$ cat config.mk
export PLATFORM = sky130hd
export DESIGN_NAME = split_bus_arbiter
export DESIGN_NICKNAME = d
export VERILOG_FILES = /design/src/rtl/split_bus_arbiter_pkg.sv /design/src/rtl/split_bus_arbiter_split_tracker.sv /design/src/rtl/split_bus_arbiter.sv
export SDC_FILE = /design/constraint.sdc
export NUM_CORES = 1
export LEC_CHECK = 0
export CORE_AREA = 10 10 52 54
export CTS_BUF_LIST = sky130_fd_sc_hd__clkbuf_2
export DETAILED_ROUTE_END_ITERATION = 10
export DIE_AREA = 0 0 62 64
export GPL_TIMING_DRIVEN = 0
export PLACE_DENSITY = 0.75
export SLEW_MARGIN = 20
export SYNTH_ARGS = -nofsm -noshare
export SYNTH_HDL_FRONTEND = slang
export SYNTH_HIERARCHICAL = 1
export SYNTH_SLANG_ARGS = --single-unit
$ cat constraint.sdc
create_clock -name clk -period 2.3 [get_ports clk]
set_clock_uncertainty 0.1 [all_clocks]
set_input_delay 0.46 -clock clk [delete_from_list [all_inputs] [get_ports clk]]
set_output_delay 0.46 -clock clk [all_outputs]
set_load 0.005 [all_outputs]
$ cat src/rtl/split_bus_arbiter_pkg.sv
// Shared constants and types for the two-master / three-slave split-bus arbiter.
// Interconnect muxes and masters import this package for the slave and master codes.
package split_bus_arbiter_pkg;

  localparam int unsigned ARB_SLAVE_LEN  = 2;
  localparam int unsigned ARB_NUM_SLAVES = 3;

  // Arbiter FSM encoding
  typedef enum logic [1:0] {
    ST_IDLE    = 2'd0,
    ST_M1_BUSY = 2'd1,
    ST_M2_BUSY = 2'd2
  } arb_state_e;

  // Master ids; the same value drives the address/data mux select
  localparam logic MID_M1 = 1'b0;
  localparam logic MID_M2 = 1'b1;

  // Slave codes
  localparam logic [ARB_SLAVE_LEN-1:0] SLAVE_0 = 2'd0;
  localparam logic [ARB_SLAVE_LEN-1:0] SLAVE_1 = 2'd1;
  localparam logic [ARB_SLAVE_LEN-1:0] SLAVE_2 = 2'd2;

endpackage

$ cat src/rtl/split_bus_arbiter_split_tracker.sv
// Split record for the arbiter: remembers one parked transaction (master, slave),
// and derives per-master eligibility and the resume condition from it.
module split_tracker
  import split_bus_arbiter_pkg::*;
#(
  parameter int unsigned SLAVE_LEN  = ARB_SLAVE_LEN,
  parameter int unsigned NUM_SLAVES = ARB_NUM_SLAVES
) (
  input  logic                  clk,
  input  logic                  reset,
  input  logic                  i_set,
  input  logic                  i_clear,
  input  logic                  i_set_master,
  input  logic [SLAVE_LEN-1:0]  i_set_slave,
  input  logic [NUM_SLAVES-1:0] i_split_en,
  input  logic [SLAVE_LEN-1:0]  i_m1_sel,
  input  logic [SLAVE_LEN-1:0]  i_m2_sel,
  output logic                  o_split_valid,
  output logic                  o_split_master,
  output logic [SLAVE_LEN-1:0]  o_split_slave,
  output logic                  o_m1_elig,
  output logic                  o_m2_elig,
  output logic                  o_resume
);

  logic                 r_split_valid;
  logic                 r_split_master;
  logic [SLAVE_LEN-1:0] r_split_slave;

  // Record a split on request from the FSM; clear it when the parked master resumes
  always_ff @(posedge clk) begin
    if (reset) begin
      r_split_valid  <= 1'b0;
      r_split_master <= 1'b0;
      r_split_slave  <= '0;
    end else if (i_set) begin
      r_split_valid  <= 1'b1;
      r_split_master <= i_set_master;
      r_split_slave  <= i_set_slave;
    end else if (i_clear) begin
      r_split_valid  <= 1'b0;
    end
  end

  // A master is eligible if its code is a real slave and it does not collide with the parked split
  always_comb begin
    o_m1_elig = (32'(i_m1_sel) < NUM_SLAVES) &&
                !(r_split_valid && ((r_split_master == MID_M1) || (i_m1_sel == r_split_slave)));
    o_m2_elig = (32'(i_m2_sel) < NUM_SLAVES) &&
                !(r_split_valid && ((r_split_master == MID_M2) || (i_m2_sel == r_split_slave)));
    o_resume  = r_split_valid && !i_split_en[r_split_slave];
  end

  assign o_split_valid  = r_split_valid;
  assign o_split_master = r_split_master;
  assign o_split_slave  = r_split_slave;

endmodule

$ cat src/rtl/split_bus_arbiter.sv
// Two-master, three-slave bus arbiter with split-transaction parking and resume.
// Optional grant timeout enabled by defining ARB_TIMEOUT_EN.
module split_bus_arbiter
  import split_bus_arbiter_pkg::*;
#(
  parameter int unsigned SLAVE_LEN  = ARB_SLAVE_LEN,
  parameter int unsigned NUM_SLAVES = ARB_NUM_SLAVES,
  parameter int unsigned MAX_COUNT  = 50000
) (
  input  logic                  clk,
  input  logic                  reset,
  input  logic                  m1_request,
  input  logic                  m2_request,
  input  logic [SLAVE_LEN-1:0]  m1_slave_sel,
  input  logic [SLAVE_LEN-1:0]  m2_slave_sel,
  input  logic                  trans_done,
  input  logic [NUM_SLAVES-1:0] split_en,
  output logic                  m1_grant,
  output logic                  m2_grant,
  output logic                  bus_busy,
  output logic                  arbiter_busy,
  output logic                  master_sel,
  output logic [SLAVE_LEN-1:0]  slave_sel,
  output logic                  split_pending,
  output logic                  timeout_err
);

  arb_state_e           r_state;
  logic                 r_m1_grant;
  logic                 r_m2_grant;
  logic                 r_bus_busy;
  logic                 r_arbiter_busy;
  logic                 r_master_sel;
  logic [SLAVE_LEN-1:0] r_slave_sel;

  logic                 w_split_valid;
  logic                 w_split_master;
  logic [SLAVE_LEN-1:0] w_split_slave;
  logic                 w_m1_elig;
  logic                 w_m2_elig;
  logic                 w_resume;

  logic w_idle_st;
  logic w_busy_st;
  logic w_split_hit;
  logic w_split_set;
  logic w_timeout;
  logic w_release;
  logic w_resume_go;
  logic w_m1_go;
  logic w_m2_go;
  logic w_busy_nxt;
  logic w_split_valid_nxt;

`ifdef ARB_TIMEOUT_EN
  localparam int unsigned CNT_W = (MAX_COUNT > 1) ? $clog2(MAX_COUNT) : 1;
  logic [CNT_W-1:0] r_cnt;
  logic             r_timeout_err;
`endif

  split_tracker #(
    .SLAVE_LEN  (SLAVE_LEN),
    .NUM_SLAVES (NUM_SLAVES)
  ) u_split_tracker (
    .clk            (clk),
    .reset          (reset),
    .i_set          (w_split_set),
    .i_clear        (w_resume_go),
    .i_set_master   (r_master_sel),
    .i_set_slave    (r_slave_sel),
    .i_split_en     (split_en),
    .i_m1_sel       (m1_slave_sel),
    .i_m2_sel       (m2_slave_sel),
    .o_split_valid  (w_split_valid),
    .o_split_master (w_split_master),
    .o_split_slave  (w_split_slave),
    .o_m1_elig      (w_m1_elig),
    .o_m2_elig      (w_m2_elig),
    .o_resume       (w_resume)
  );

  // Arbitration decisions: resume > m1 > m2 in IDLE; trans_done > split > timeout when busy
  always_comb begin
    w_idle_st   = (r_state == ST_IDLE);
    w_busy_st   = (r_state == ST_M1_BUSY) || (r_state == ST_M2_BUSY);
    w_split_hit = split_en[r_slave_sel];
    w_split_set = w_busy_st && !trans_done && w_split_hit && !w_split_valid;
    w_timeout   = 1'b0;
`ifdef ARB_TIMEOUT_EN
    w_timeout   = w_busy_st && !trans_done && !w_split_set &&
                  (r_cnt == CNT_W'(MAX_COUNT - 1));
`endif
    w_release   = w_busy_st && (trans_done || w_split_set || w_timeout);
    w_resume_go = w_idle_st && w_resume;
    w_m1_go     = w_idle_st && !w_resume && m1_request && w_m1_elig;
    w_m2_go     = w_idle_st && !w_resume && !w_m1_go && m2_request && w_m2_elig;
    w_busy_nxt  = (w_busy_st && !w_release) || w_resume_go || w_m1_go || w_m2_go;
    w_split_valid_nxt = (w_split_valid && !w_resume_go) || w_split_set;
  end

  // Grant FSM with registered grant, busy and mux-select outputs
  always_ff @(posedge clk) begin
    if (reset) begin
      r_state        <= ST_IDLE;
      r_m1_grant     <= 1'b0;
      r_m2_grant     <= 1'b0;
      r_bus_busy     <= 1'b0;
      r_arbiter_busy <= 1'b0;
      r_master_sel   <= 1'b0;
      r_slave_sel    <= '0;
    end else begin
      r_bus_busy     <= w_busy_nxt;
      r_arbiter_busy <= w_busy_nxt || w_split_valid_nxt;
      case (r_state)
        ST_IDLE: begin
          if (w_resume_go) begin
            r_state      <= (w_split_master == MID_M2) ? ST_M2_BUSY : ST_M1_BUSY;
            r_m1_grant   <= (w_split_master == MID_M1);
            r_m2_grant   <= (w_split_master == MID_M2);
            r_master_sel <= w_split_master;
            r_slave_sel  <= w_split_slave;
          end else if (w_m1_go) begin
            r_state      <= ST_M1_BUSY;
            r_m1_grant   <= 1'b1;
            r_master_sel <= MID_M1;
            r_slave_sel  <= m1_slave_sel;
          end else if (w_m2_go) begin
            r_state      <= ST_M2_BUSY;
            r_m2_grant   <= 1'b1;
            r_master_sel <= MID_M2;
            r_slave_sel  <= m2_slave_sel;
          end
        end
        ST_M1_BUSY, ST_M2_BUSY: begin
          if (w_release) begin
            r_state    <= ST_IDLE;
            r_m1_grant <= 1'b0;
            r_m2_grant <= 1'b0;
          end
        end
        default: begin
          r_state    <= ST_IDLE;
          r_m1_grant <= 1'b0;
          r_m2_grant <= 1'b0;
        end
      endcase
    end
  end

`ifdef ARB_TIMEOUT_EN
  // Grant watchdog: counts busy cycles since the grant, pulses timeout_err on forced release
  always_ff @(posedge clk) begin
    if (reset) begin
      r_cnt         <= '0;
      r_timeout_err <= 1'b0;
    end else begin
      r_timeout_err <= w_timeout;
      if (!w_busy_st || w_release) begin
        r_cnt <= '0;
      end else begin
        r_cnt <= r_cnt + CNT_W'(1);
      end
    end
  end

  assign timeout_err = r_timeout_err;
`else
  assign timeout_err = 1'b0;
`endif

  assign m1_grant      = r_m1_grant;
  assign m2_grant      = r_m2_grant;
  assign bus_busy      = r_bus_busy;
  assign arbiter_busy  = r_arbiter_busy;
  assign master_sel    = r_master_sel;
  assign slave_sel     = r_slave_sel;
  assign split_pending = w_split_valid;

endmodule

==> results of run 1 <==
## power by group
| part | internal [mW] | total [mW] | switching (mW) |
|---|---|---|---|
| registers | 0.277 | 0.326 | 0.0491 |
| clock network | 0.0393 | 0.115 | 0.0762 |
| logic | 0.211 | 0.387 | 0.176 |
## final cells by class
class                   instances  area share [%]
clock buffers                   3            1.41
flip-flops and latches         13            24.5
inverters                       5            1.76
multi-input cells              72            49.5
well taps                      25            2.94
clock inverters                 1           0.471
repair buffers                 19            17.9
plain buffers                   3            1.53
## per-layer routing
| metal | vias up | part of all wire [%] | GRT usage [%] |
|---|---|---|---|
| met2 | 19 | 45 | 16.0 |
| met5 | - | 0 | 0 |
| met1 | 337 | 44 | 13.6 |
| met4 | 0 | 0.50 | 1.68 |
| li1 | 388 | - | - |
| met3 | 2 | 10 | 6.52 |
## stage by stage
stage	hold WS (ns)	setup slack [ns]
2_1_floorplan	0.358	0.332
3_3_place_gp	0.359	-0.240
3_5_place_dp	0.362	-0.262
4_1_cts	0.385	0.0435
5_1_grt	0.411	0.0148
6_report	0.381	0.107
## kinds of logic after synthesis
kind of cell	count (synthesis)
compound gates	23
mux	6
other cells	1
fa+ha+maj	1
flops	13
buf+inv	8
simple gates	41
## sequential cells by signal, indices dropped and copies added (netlist names)
signal                          count
bus_busy                            1
master_sel                          1
m1_grant                            1
m2_grant                            1
r_state                             2
arbiter_busy                        1
u_split_tracker/o_split_valid       1
slave_sel                           2
u_split_tracker/o_split_slave       2
u_split_tracker/o_split_master      1
## worst max path at each step
stage | endpoint | cells after the start | start
after floorplan | slave_sel[1] | 7 | m1_slave_sel[0]
after global placement | slave_sel[1] | 7 | m1_slave_sel[0]
after detailed placement | slave_sel[1] | 7 | m1_slave_sel[0]
after CTS | slave_sel[1] | 7 | m1_slave_sel[0]
after global routing | master_sel | 8 | m2_slave_sel[1]
final | slave_sel[1] | 8 | m1_slave_sel[0]
## synthesized netlist by cell type (all sizes together)
| cell type | number | share of area (%) |
|---|---|---|
| a2111o | 1 | 1.4 |
| a211o | 1 | 1.1 |
| a211oi | 2 | 2.5 |
| a21boi | 2 | 3.3 |
| a21oi | 5 | 3.1 |
| a22o | 1 | 1.1 |
| a22oi | 2 | 1.9 |
| a31oi | 1 | 0.78 |
| and2 | 1 | 0.78 |
| and2b | 1 | 1.1 |
| and3b | 1 | 1.1 |
| buf | 2 | 1.6 |
| clkbuf | 1 | 0.47 |
| conb | 1 | 0.47 |
| dfxtp | 13 | 32 |
| ha | 1 | 1.6 |
| inv | 5 | 2.3 |
| mux2i | 6 | 7.5 |
| nand2 | 9 | 4.2 |
| nand2b | 3 | 2.3 |
| nand3 | 1 | 0.62 |
| nand3b | 4 | 3.7 |
| nand4 | 1 | 0.78 |
| nand4b | 1 | 1.1 |
| nand4bb | 1 | 2.0 |
| nor2 | 9 | 4.2 |
| nor2b | 2 | 1.6 |
| nor3 | 4 | 2.5 |
| nor3b | 1 | 0.94 |
| nor4 | 1 | 0.78 |
| o211a | 1 | 1.2 |
| o21a | 1 | 0.94 |
| o21ai | 3 | 1.9 |
| o311a | 2 | 2.5 |
| o311ai | 1 | 3.3 |
| or4 | 1 | 0.94 |
## critical path: cells and delay by family
kind	cells	cell delay, ns
AOI/OAI and AO/OA	3	0.57
buffers and inverters	1	0.47
and+or+nand+nor	4	0.80
==> results.md, run 1 <==
- Row count: 15
- Largest family of logic cells by synthesized area: simple AND/OR/NAND/NOR gates
- DIE AREA: 0.00397 mm2
- Most frequent cells in the layout: clkdlybuf4s50_1, dfxtp_1, nor2_1
- Final design utilization: 62.3%
- Post-synthesis mux area share: 7.49%
- Leak: 0.409 nW
- Syn Inst Count: 93
- Worst reg-to-reg path cell count: 7
- GP Congestion: 0.813
- Status: complete, no violations
- Slew Viols, Final: 0
- Antenna violations before repair: 0
- Routed vias: 746
- Largest net degree at the start of global routing: 11
- Design Power: 829 uW
- Post-layout nets: 130
- Max Root-Sink Buffers: 2
- Synth warn: 6
- Critical Path RT: 2.41 ns
- CP endpoint kind: register
- Min-Delay Path Depth: 2
- Fmax: 0.456 GHz
- Drt wl/cell: 14.3 um
- DRC viols: 0
- Yosys reg bits: 13
- Post-DP HPWL: 1.58 mm
- Core ar.: 0.00171 mm2
- Gr usage total: 10.9%
- Initial DRT Pass Iterations: 4
- Num ports: 21
- Number of diodes: 0
- Placed Instances: 137
- Post-Synth Adder-Cell Area: 1.56%
- CTS tree: yes
- Simple-gate share of the synthesized area: 28.7%
- CTS Buf Count: 3
- Slowest library cell on the worst path: or4_1
- Reg2reg setup slack: 0.25 ns
- Most common cell after layout, fill and taps aside: clkdlybuf4s50_1
- Crit path launch type: input pin
- Number of global-route vias before repair: 741
- Worst-path clk slew: 0.13 ns
- Worst-path fanout max: 4
- Final Hold Fails: 0
- Drt total wl: 2.02 mm
- Global route overflow: 0
- Pwr dens: 779 mW/mm2
- Antenna-violating nets left: 0
- Worst Hold Path EP: m1_grant
- Initial drt markers: 15
- Placed Area: 0.00102 mm2
- Hold wc startpoint: m1_grant
- R2r startpoint: u_split_tracker/o_split_slave[1]
- # clock sinks: 13
- Synth Area per Inst: 8.62 um2
- Max-cap violations: 0
- Synth Area in Compound Gates: 25.0%
- Final cell count without fillers: 141
- Post-CTS Repair Setup Buffers: 0
- Register Area: 260 um2
- Critical-path cell list: clkdlybuf4s50_1 > or4_1 > nand4_1 > a22oi_2 > nand2_2 > nor2_1 > o311a_1 > a211oi_1
- Post-cts resize count: 0
- WS Path Type: in -> reg
- Finished Cell Area: 0.00106 mm2
- Final-report setup violation count: 0
- VDD IR-drop max: 0.561 mV
- Worst r2r dst: slave_sel[0]
- Area grow syn2layout: 32.6%
- Yosys cell types: 40
- Seq/Total Area, Yosys: 32.4%
- Crit share post-route: 95.3%
- First-pass GRT wire length: 3.35 mm
- Chip width: 62 um
- Setup TNS: 0 ns
- Tmin final: 2.19 ns
- Die height: 64 um
- Initial Utilization: 47.0%
- Syn nets: 106
- RSZ-0062 raised after global routing: false
- Worst skew pair latency: 0.28 ns
- H-tree depth: 1
- Port Buffers: 19
- Vias per cell: 5.29
- Multi-input gate area: 527 um2
- Worst Hold Class: reg -> reg
- Crit path DAT: 2.30 ns
- Clock Tree Root: clkbuf_2
- Crit-path max cell delay: 0.49 ns
- Fillcell total: 161
- Synth Cell Area: 802 um2
- Cts hold-fix bufs: 0
- Xor and xnor area share after synthesis: 0%
- Layout cell share with drive strength beyond 1: 13.8%
No activity file was read; power rests on OpenSTA's default activity.
==> run 2, diff against run 1 <==
Settings changed: ABC_AREA from default to 1, CELL_PAD_IN_SITES_DETAIL_PLACEMENT from default to 1, CELL_PAD_IN_SITES_GLOBAL_PLACEMENT from default to 2, CORE_AREA 10 10 52 54 to 10 10 72 74, DIE_AREA 0 0 62 64 to 0 0 82 84, PLACE_DENSITY 0.75 to 0.72.
Clock period 2.3 ns to 1.9 ns, I/O delays scaled along.
==> run 2 against run 1 <==
Sequential power grew 43%. Worst hold slack lost 0.010 ns. Die area grew 74%. Final cell count grew 50%. Register-to-register slack got worse by 0.05 ns. Area after synthesis grew 3.7%. Critical endpoint is now slave_sel[1]. Largest power group unchanged. First-iteration DRC count is 67% higher.
==> results.md, run 2 <==
- Worst r2r dst: slave_sel[1] (was slave_sel[0])
- Post-synth EDFFs: 0 (unchanged)
- Fmax: 0.552 GHz
- Synth top area cells: dfxtp_1, nand2_1, inv_1 (was dfxtp_1, mux2i_1, nand2_1)
- Register Area: 262 um2 (was 260 um2)
- First-pass GRT wire length: 4.40 mm (was 3.35 mm)
- Yosys reg bits: 13 (unchanged)
- RSZ-0062 raised after global routing: true (was false)
- Max-cap violations: 0 (unchanged)
- Num ports: 21 (unchanged)
- Placed Area: 0.00108 mm2 (was 0.00102 mm2)
- Initial drt markers: 25 (was 15)
- Routed vias: 899 (was 746)
- Synth Cell Area: 832 um2 (was 802 um2)
- Antenna-violating nets left: 0 (unchanged)
- Leading area contributor after synthesis: dfxtp_1 (unchanged)
- Syn Inst Count: 139 (was 93)
- Post-DP HPWL: 2.18 mm (was 1.58 mm)
- Crit path launch type: register (was input pin)
- Most frequent cells in the layout: nand2_1, inv_1, clkdlybuf4s50_1 (was clkdlybuf4s50_1, dfxtp_1, nor2_1)
- Post-CTS Repair Setup Buffers: 0 (unchanged)
- Crit path depth: 1 (was 8)
- Port Buffers: 19 (unchanged)
- WS Path Type: reg -> out (was in -> reg)
- Number of global-route vias before repair: 964 (was 741)
- Critical-path cell list: clkdlybuf4s50_1 (was clkdlybuf4s50_1 > or4_1 > nand4_1 > a22oi_2 > nand2_2 > nor2_1 > o311a_1 > a211oi_1)
- Drt wl/cell: 12.2 um (was 14.3 um)
- Worst-path fanout max: 5 (was 4)
- Top-area cell type share of the netlist area: 31.3% (was 32.4%)
- Finished Cell Area: 0.00113 mm2 (was 0.00106 mm2)
- Gr usage total: 8.03% (was 10.9%)
- R2r startpoint: u_split_tracker/o_split_slave[0] (was u_split_tracker/o_split_slave[1])
- Vias per cell: 4.24 (was 5.29)
- Fillcell total: 521 (was 161)
- Crit share post-route: 95.3%
- Reg2reg setup slack: 0.20 ns (was 0.25 ns)
- Crit path DAT: 1.33 ns (was 2.30 ns)
- Antenna violations before repair: 0 (unchanged)
- Critical Path RT: 1.42 ns (was 2.41 ns)
- Pwr dens: 1370 mW/mm2 (was 779 mW/mm2)
- Slowest library cell on the worst path: clkdlybuf4s50_1 (was or4_1)
- Layout cell share with drive strength beyond 1: 14.2% (was 13.8%)
- Max Root-Sink Buffers: 2 (unchanged)
- DRC viols: 0 (unchanged)
- # clock sinks: 13 (unchanged)
- Post-layout nets: 176 (was 130)
- H-tree depth: 1 (unchanged)
- Crit path max-delay family: buffers and inverters (was simple AND/OR/NAND/NOR gates)
- Final Hold Fails: 0 (unchanged)
- CP startpoint: slave_sel[1] (was m1_slave_sel[0])
- GP Congestion: 0.717 (was 0.813)
- CTS tree: yes (unchanged)
- Design Power: 1.54 mW (was 829 uW)
- Die height: 84 um (was 64 um)
- Worst reg-to-reg path cell count: 12 (was 7)
- End point of the critical path: slave_sel[1] (unchanged)
- Seq/Total Area, Yosys: 31.3% (was 32.4%)
- WP buf/inv: 1 (unchanged)
- Fraction of registers with async set/reset: 0% (unchanged)
- Leak: 0.624 nW (was 0.409 nW)
- Worst skew pair latency: 0.27 ns (was 0.28 ns)
- Row count: 23 (was 15)
- Area grow syn2layout: 35.5% (was 32.6%)
- Worst-path clk slew: 0.15 ns (was 0.13 ns)
- Largest net degree at the start of global routing: 9 (was 11)
- Initial Utilization: 21.6% (was 47.0%)
- Global route overflow: 0 (unchanged)
- Synth top cells by count: nand2_1, inv_1, dfxtp_1 (was dfxtp_1, nand2_1, nor2_1)
- Slew Viols, Final: 0 (unchanged)
- DIE AREA: 0.00689 mm2 (was 0.00397 mm2)
- Most used DFF post-synth: dfxtp_1 (unchanged)
- Chip width: 82 um (was 62 um)
- Tmin final: 1.81 ns
- Multi-input gate area: 450 um2 (was 527 um2)
- Number of diodes: 0 (unchanged)
- Status: complete, no violations (unchanged)
- Synth warn: 6 (unchanged)
- Syn nets: 152 (was 106)
- Final-report setup violation count: 0 (unchanged)
- Clock Tree Root: clkbuf_2 (unchanged)
- CP endpoint kind: primary output (was register)
- VDD IR-drop max: 0.388 mV (was 0.561 mV)
- Initial DRT Pass Iterations: 3 (was 4)
- Worst Hold Class: reg -> reg (unchanged)
- Most common cell after layout, fill and taps aside: nand2_1 (was clkdlybuf4s50_1)
- Yosys cell types: 20 (was 40)
- Core ar.: 0.00386 mm2 (was 0.00171 mm2)
- Count leader, synth: nand2_1 (was dfxtp_1)
- Drt total wl: 2.59 mm (was 2.02 mm)
- CTS Buf Count: 3 (unchanged)
- Synth Area per Inst: 5.99 um2 (was 8.62 um2)
- Crit-path max cell delay: 0.57 ns (was 0.49 ns)
## run 2: where the power goes
part	internal, mW	leakage [nW]	switching, mW	total (mW)
Sequential	0.381	0.108	0.0848	0.466
Clock	0.0558	0.0166	0.100	0.156
Combinational	0.395	0.500	0.526	0.922
## run 2: area by class of cell
class	count	share of cell area, %
repair buffers	19	17.5
flip-flops and latches	13	23.2
multi-input cells	91	40.0
plain buffers	1	0.666
inverters	34	11.3
well taps	50	5.55
clock buffers	4	1.78
## run 2: how the worst min path moves through the flow
stage                 end  slack (ns)  cells past startpoint  startpoint
5_1_grt          m1_grant        0.41                      2    m1_grant
6_report         m1_grant        0.37                      2    m1_grant
3_5_place_dp     m1_grant        0.36                      2    m1_grant
3_3_place_gp   r_state[1]        0.35                      2  r_state[1]
2_1_floorplan  r_state[0]        0.33                      2  r_state[0]
4_1_cts          m1_grant        0.38                      2    m1_grant
## run 2: per-layer routing
layer | vias to the layer above | global-route usage (%) | part of all wire, %
met5 | - | 0 | 0
met4 | 0 | 1.86 | 0.54
met3 | 2 | 2.80 | 4.8
met2 | 11 | 15.0 | 54
met1 | 424 | 8.07 | 41
li1 | 462 | - | -
## run 2: worst min-delay path: cells and delay by family (launching register included)
| kind | cells | cell delay, ns |
|---|---|---|
| AOI/OAI and AO/OA | 1 | 0.05 |
| DFF | 1 | 0.33 |
| and+or+nand+nor | 1 | 0.06 |
## run 2: per-stage QoR
stage	worst slack [ns]	hold WS [ns]	TNS, ns	utilization (%)	std cells
final	0.0896	0.371	0	29.2	212
after global routing	-0.00571	0.408	-0.00637	29.2	212
after CTS	0.00246	0.377	0	28.7	212
after detailed placement	-0.376	0.358	-3.09	28.1	208
after global placement	-0.275	0.348	-2.21	28.1	208
after floorplan	0.358	0.333	0	-	139
## run 2: cell families after synthesis
| group | synth area share (%) |
|---|---|
| buffers and inverters | 16.2 |
| adders and majority gates | 1.50 |
| AOI/OAI and AO/OA | 13.7 |
| other | 0.451 |
| and+or+nand+nor | 36.8 |
| DFF | 31.3 |
## run 2: what timing repair did
item                       CTS  global route
hold buffers                 0             0
resized for setup            5            11
setup endpoints to repair    4             9
gates cloned                 0             0
pin swaps                    3             4
